===== src/rtl/cpu_pkg.sv =====
// Shared CPU front-end types and constants: fetch FSM states, PC step, NOP encoding.
package cpu_pkg;

    typedef enum logic [1:0] {
        FETCH = 2'd0,
        HOLD  = 2'd1,
        DRAIN = 2'd2
    } fetch_state_t;

    localparam int unsigned PC_STEP   = 4;
    localparam logic [31:0] INSTR_NOP = 32'h0000_0013;

endpackage


===== src/rtl/fetch_pc_unit_if.sv =====
// Instruction-memory request/ready channel between the fetch unit and imem.
interface fetch_pc_unit_if #(
    parameter int unsigned ADDR_W  = 64,
    parameter int unsigned INSTR_W = 32
);
    logic               imem_req;
    logic [ADDR_W-1:0]  imem_addr;
    logic [INSTR_W-1:0] imem_rdata;
    logic               imem_ready;

    modport master (output imem_req, output imem_addr, input imem_rdata, input imem_ready);
    modport slave  (input imem_req, input imem_addr, output imem_rdata, output imem_ready);
endinterface


===== src/rtl/fetch_pc_unit_pc_reg.sv =====
// Program counter register with load enable and synchronous reset to RESET_PC.
module pc_reg #(
    parameter int unsigned      ADDR_W   = 64,
    parameter logic [ADDR_W-1:0] RESET_PC = '0
) (
    input  logic              clk,
    input  logic              reset,
    input  logic              en,
    input  logic [ADDR_W-1:0] d,
    output logic [ADDR_W-1:0] q
);
    always_ff @(posedge clk) begin
        if (reset)   q <= RESET_PC;
        else if (en) q <= d;
    end
endmodule


===== src/rtl/fetch_pc_unit.sv =====
// Instruction-fetch stage: PC ownership, imem handshake, stall/redirect/flush handling, IF/ID register.
module fetch_pc_unit
    import cpu_pkg::*;
#(
    parameter int unsigned ADDR_W   = 64,
    parameter int unsigned INSTR_W  = 32,
    parameter logic [63:0] RESET_PC = 64'h0
) (
    input  logic                clk,
    input  logic                reset,
    fetch_pc_unit_if.master     imem,
    input  logic [ADDR_W-1:0]   next_pc,
    input  logic                pc_src,
    input  logic                stall,
    input  logic                flush,
    output logic [ADDR_W-1:0]   pc,
    output logic [ADDR_W-1:0]   incr_pc,
    output logic [INSTR_W-1:0]  if_id_instr,
    output logic [ADDR_W-1:0]   if_id_pc,
    output logic                if_id_valid
);
    fetch_state_t        state_q, state_d;
    logic [ADDR_W-1:0]   pend_pc_q, pend_pc_d;
    logic [INSTR_W-1:0]  hold_buf_q, hold_buf_d;
    logic [INSTR_W-1:0]  id_instr_d;
    logic [ADDR_W-1:0]   id_pc_d;
    logic                id_valid_d;
    logic                pc_en;
    logic [ADDR_W-1:0]   pc_d;

    pc_reg #(.ADDR_W(ADDR_W), .RESET_PC(ADDR_W'(RESET_PC))) u_pc_reg (
        .clk   (clk),
        .reset (reset),
        .en    (pc_en),
        .d     (pc_d),
        .q     (pc)
    );

    assign incr_pc        = pc + ADDR_W'(PC_STEP);
    assign imem.imem_addr = pc;
    assign imem.imem_req  = ~reset & ((state_q == FETCH) | (state_q == DRAIN));

    always_ff @(posedge clk) begin
        if (reset) begin
            state_q     <= FETCH;
            pend_pc_q   <= '0;
            hold_buf_q  <= '0;
            if_id_instr <= '0;
            if_id_pc    <= '0;
            if_id_valid <= 1'b0;
        end else begin
            state_q     <= state_d;
            pend_pc_q   <= pend_pc_d;
            hold_buf_q  <= hold_buf_d;
            if_id_instr <= id_instr_d;
            if_id_pc    <= id_pc_d;
            if_id_valid <= id_valid_d;
        end
    end

    // Next state; priority is redirect > flush > stall > advance
    always_comb begin
        state_d    = state_q;
        pend_pc_d  = pend_pc_q;
        hold_buf_d = hold_buf_q;
        id_instr_d = if_id_instr;
        id_pc_d    = if_id_pc;
        id_valid_d = if_id_valid;
        pc_en      = 1'b0;
        pc_d       = next_pc;

        unique case (state_q)
            FETCH: begin
                if (!imem.imem_ready) begin
                    if (pc_src) begin
                        pend_pc_d = next_pc;
                        state_d   = DRAIN;
                    end else if (flush) begin
                        id_valid_d = 1'b0;
                    end
                end else if (pc_src) begin
                    pc_en      = 1'b1;
                    id_valid_d = 1'b0;
                end else if (flush && stall) begin
                    // Flush beats stall: drop the bubble, refetch the same pc
                    id_valid_d = 1'b0;
                end else if (stall) begin
                    hold_buf_d = imem.imem_rdata;
                    state_d    = HOLD;
                end else begin
                    id_instr_d = imem.imem_rdata;
                    id_pc_d    = pc;
                    id_valid_d = ~flush;
                    pc_en      = 1'b1;
                end
            end
            HOLD: begin
                if (pc_src) begin
                    pc_en      = 1'b1;
                    id_valid_d = 1'b0;
                    state_d    = FETCH;
                end else if (flush) begin
                    id_valid_d = 1'b0;
                    state_d    = FETCH;
                end else if (!stall) begin
                    id_instr_d = hold_buf_q;
                    id_pc_d    = pc;
                    id_valid_d = 1'b1;
                    pc_en      = 1'b1;
                    state_d    = FETCH;
                end
            end
            DRAIN: begin
                if (pc_src) pend_pc_d = next_pc;
                if (flush)  id_valid_d = 1'b0;
                if (imem.imem_ready) begin
                    // Latest redirect wins, including one arriving on the completing cycle
                    pc_d       = pc_src ? next_pc : pend_pc_q;
                    pc_en      = 1'b1;
                    id_valid_d = 1'b0;
                    state_d    = FETCH;
                end
            end
            default: state_d = FETCH;
        endcase
    end
endmodule


===== src/flat_wrapper.sv =====
// flat-port wrapper written by rule: the top's interface ports become plain ports
module fetch_pc_unit_flat import cpu_pkg::*;
#(
    parameter int unsigned ADDR_W   = 64,
    parameter int unsigned INSTR_W  = 32,
    parameter logic [63:0] RESET_PC = 64'h0
)
  (clk, reset, next_pc, pc_src, stall, flush, pc, incr_pc, if_id_instr, if_id_pc, if_id_valid, imem_imem_req, imem_imem_addr, imem_imem_rdata, imem_imem_ready);
  fetch_pc_unit_if #(.ADDR_W(ADDR_W), .INSTR_W(INSTR_W)) imem_i ();
  input  logic clk;
  input  logic reset;
  input  logic [ADDR_W-1:0] next_pc;
  input  logic pc_src;
  input  logic stall;
  input  logic flush;
  output logic [ADDR_W-1:0] pc;
  output logic [ADDR_W-1:0] incr_pc;
  output logic [INSTR_W-1:0] if_id_instr;
  output logic [ADDR_W-1:0] if_id_pc;
  output logic if_id_valid;
  output wire logic [$bits(imem_i.imem_req)-1:0] imem_imem_req;
  output wire logic [$bits(imem_i.imem_addr)-1:0] imem_imem_addr;
  input wire logic [$bits(imem_i.imem_rdata)-1:0] imem_imem_rdata;
  input wire logic [$bits(imem_i.imem_ready)-1:0] imem_imem_ready;
  assign imem_imem_req = imem_i.imem_req;
  assign imem_imem_addr = imem_i.imem_addr;
  assign imem_i.imem_rdata = imem_imem_rdata;
  assign imem_i.imem_ready = imem_imem_ready;
  fetch_pc_unit #(.ADDR_W(ADDR_W), .INSTR_W(INSTR_W), .RESET_PC(RESET_PC)) u_core (.clk(clk), .reset(reset), .imem(imem_i), .next_pc(next_pc), .pc_src(pc_src), .stall(stall), .flush(flush), .pc(pc), .incr_pc(incr_pc), .if_id_instr(if_id_instr), .if_id_pc(if_id_pc), .if_id_valid(if_id_valid));
endmodule

===== config.mk =====
export PLATFORM = sky130hd
export DESIGN_NAME = fetch_pc_unit_flat
export DESIGN_NICKNAME = d
export VERILOG_FILES = /design/src/rtl/cpu_pkg.sv /design/src/rtl/fetch_pc_unit_if.sv /design/src/rtl/fetch_pc_unit_pc_reg.sv /design/src/rtl/fetch_pc_unit.sv /design/src/flat_wrapper.sv
export SDC_FILE = /design/constraint.sdc
export NUM_CORES = 1
export LEC_CHECK = 0
export BUFFER_PORTS_ARGS = -buffer_cell sky130_fd_sc_hd__buf_4
export CAP_MARGIN = 10
export CORE_ASPECT_RATIO = 1.4
export CORE_MARGIN = 3
export CORE_UTILIZATION = 46
export DETAILED_ROUTE_END_ITERATION = 10
export PLACE_DENSITY_LB_ADDON = 0.2
export SETUP_SLACK_MARGIN = 0.15
export SYNTH_ARGS = -nofsm -noshare
export SYNTH_HDL_FRONTEND = slang
export SYNTH_HIERARCHICAL = 1
export SYNTH_SLANG_ARGS = --single-unit

===== constraint.sdc =====
create_clock -name clk -period 2.3 [get_ports clk]
set_input_delay 0.23 -clock clk [delete_from_list [all_inputs] [get_ports clk]]
set_output_delay 0.23 -clock clk [all_outputs]
set_load 0.01 [all_outputs]

==> implementation parameters <==
Parameter                              Value

Floorplanning
  Die Footprint    0.0281 sq mm
  Initial core utilization    0.470
  Die span in y    197 um
  Placeable core area    0.0256 sq mm
  Die Span X    143 um
  Floorplan row count    69
  Number of top-level pins    392

Synthesis
  Top flip-flop cell by instance count after synthesis    dfxtp_1
  Avg Synthesized Cell Area    8.45 sq um
  Share of flip-flops with an asynchronous set or reset    0
  Most frequent cells after synthesis    nand2_1, dfxtp_1, a21oi_1
  Syn Nets    1531
  Yosys warnings    6
  Largest cells by area after synthesis    dfxtp_1, nand2_1, mux2i_1
  Number of enable flip-flop cells after synthesis    0
  Synth Cell Area    0.0120 sq mm
  Flip-flop and latch count after synthesis    259
  Register area share after synthesis    0.431
  Cell type with the highest aggregate area in the netlist    dfxtp_1
  Post-synth cell types    51
  Proportion of netlist area held by the largest area contributor    0.431
  Library cell with the highest instance count after synthesis    nand2_1
  Gate Count Post-Synth    1423

Clocking
  Htree depth    1
  CTS tree    built
  Clock slew at the register clock pins of the worst setup and hold paths    60 ps
  Master cell of the clock root buffer    clkbuf_16
  Number of sinks on the clock net    259
  Clk Latency, worst-skew pair    520 ps
  Number of buffers created by CTS    26
  Bufs on Longest Clock Path    3

Setup path
  Crit path required time    2070 ps
  CP Data Arrival Time    2440 ps
  Launching point of the worst reg2reg path    u_core/state_q[0]
  CP Launch Type    flop
  Destination of the critical timing path    incr_pc[43]
  Crit Path Class    flop to output port
  Reg2Reg Capture Point    u_core/u_pc_reg/q[20]
  Length in cells of the worst reg-to-reg path    10
  Top fanout value on the critical path    4
  Setup crit start    u_core/u_pc_reg/q[23]
  R2R Setup Slk    280 ps
  Crit path capture type    output port

Global route
  Grt total ovfl    0
  First-pass GRT wire length    60.7 mm
  Total Routing Usage GR    0.264
  Pin count of the biggest net entering global routing    76
  Antenna violations before repair    6
  Via count of the first global-routing pass    11361

Drt
  Detailed Route Iter0 Violations    624
  Number of antenna-violating nets in the routed design    0
  Wire length per cell    18.6 um
  Via density    5.31
  Remaining design rule violation count    0
  Number of iterations in the first detailed-routing pass    5
  Count of vias placed by the detailed router    12008
  Final wirelength    42.0 mm

Timing
  Transition time at the pin with the least slew margin    597 ps
  Final max-slew violation count    0
  Final worst slack    -374 ps
  Fin Clk Skew    10.4 ps
  Share of the clock period used by the worst path    1.16
  Clock period minus worst slack    2670 ps
  Worst hold-check slack    248 ps
  Final setup violating endpoints    43
  Endpoints failing hold    0
  Maximum operating frequency    0.374 GHz
  Relative slew slack    0.601
  Setup repair after global routing missed its margin    true

Finish
  Area growth from synthesis to final layout    52.3%
  Final net count    2029
  Share of cells above drive strength 1    0.389
  Share of the core filled with cells    0.716

Outcome
  Violations in the final reports    setup timing
  Status    complete, but fails checks

Placed design
  Final weighted congestion of routability-driven global placement    0.844
  HPWL after detailed placement    26.1 mm
  Number of port buffers    391

Power and ir drop
  Reported net switching power    0.00345 W
  Part of the total power dissipated in sequential elements    0.403
  Part of the total power dissipated in combinational logic    0.236
  Leakage power of the design    8.04 nW
  Power density of the placed cells    675 mW/mm^2
  Cell internal power dissipation    0.00891 W
  Net Sw Frac    0.279
  Clock power frac    0.361
  Largest vdd supply drop    0.537 mV

Run
  Reported max-cap violation count    0

Hold path
  Worst hold-check path type    input port to flop
-- through the flow --
step | area, sq um | cells | total power [W] | setup TNS [ps] | worst slack (ps)
after floorplan | 12000 | 1423 | 0.00653 | 0 | 173
after global placement | 15200 | 2059 | 0.00763 | 0 | 28.7
after detailed placement | 15200 | 2059 | 0.00768 | -54.3 | -54.3
after CTS | 17700 | 2227 | 0.0123 | -5510 | -259
after global routing | 18300 | 2261 | 0.0128 | -10810 | -400
final | 18300 | 2261 | 0.0124 | -8070 | -374
-- critical path: stages, from the launching register on --
cell	delay (ps)
dfxtp_1	340
nand3_2	110
buf_4	160
nor3_2	220
buf_4	200
nand4b_4	160
buf_6	180
o31ai_2	300
nand2_1	90
buf_4	160
-- final cells by class --
class | count | area [sq um]
clock buffers | 38 | 757
repair buffers | 628 | 5280
inverters | 14 | 52.6
diodes | 5 | 12.5
multi-input cells | 992 | 6450
flip-flops and latches | 259 | 5230
clock inverters | 6 | 133
fillers | 1914 | 7250
well taps | 319 | 399
-- layout by cell type (no fill, tap or decap), drive strengths merged, types with 3 or more instances in the layout --
cell	n
bufinv	4
and4	3
or3	3
mux2	65
buf	530
nand2	351
and2	3
xnor2	35
nand3	16
diode	5
clkbuf	39
or2	3
ha	6
and3	5
nor4	4
a21oi	165
a211oi	33
dfxtp	259
mux2i	97
inv	14
xor2	24
nand4	27
nor2	123
dlygate4sd3	97
nor3	17
-- timing repair --
item	CTS	global route
resized for setup	103	72
endpoints found under the hold margin	97	0
pin swaps	43	47
endpoints found under the setup margin	74	142
setup buffers	26	28
cloned	1	1
hold buffers	97	0
-- flip-flops by register name, indices dropped and copies added (netlist names) --
signal,cells
u_core/if_id_instr,32
u_core/if_id_valid,1
u_core/if_id_pc,64
u_core/pend_pc_q,64
u_core/u_pc_reg/q,64
u_core/hold_buf_q,32
u_core/state_q,2
-- power groups by stage --
stage | combinational, W | sequential [W] | clock [W]
floorplan | 0.00132 | 0.00521 | 0
global placement | 0.00259 | 0.00504 | 0
global route | 0.00312 | 0.00502 | 0.00471
finish | 0.00292 | 0.00498 | 0.00446
CTS | 0.00284 | 0.00497 | 0.00453
detailed placement | 0.00262 | 0.00506 | 0
-- worst min-delay path by stage --
stage / from / end / slack (ps) / cells after the start
2_1_floorplan: imem_imem_rdata[0] / u_core/hold_buf_q[0] / 370 / 2
3_3_place_gp: u_core/pend_pc_q[50] / u_core/pend_pc_q[50] / 440 / 2
3_5_place_dp: u_core/pend_pc_q[63] / u_core/pend_pc_q[63] / 440 / 2
4_1_cts: reset / u_core/u_pc_reg/q[29] / 240 / 2
5_1_grt: reset / u_core/u_pc_reg/q[29] / 280 / 2
6_report: reset / u_core/u_pc_reg/q[29] / 250 / 2
-- cells by family after synthesis --
group                      Yosys count  share of synthesized area
and+or+nand+nor                    558                      0.200
buffers and inverters              173                     0.0829
DFF                                259                      0.431
xor gates and xnor gates            59                     0.0430
adders and majority gates            6                    0.00625
AOI/OAI and AO/OA                  206                     0.0946
muxes                              162                      0.142
-- metal layers --
metal / share of wire / vias up / global-route usage
met5: 0 / - / 0
met2: 0.52 / 479 / 0.481
met4: 0.042 / 0 / 0.0944
met1: 0.38 / 5710 / 0.311
met3: 0.060 / 120 / 0.0419
li1: - / 5699 / -
(Power assumes the default switching activity.)
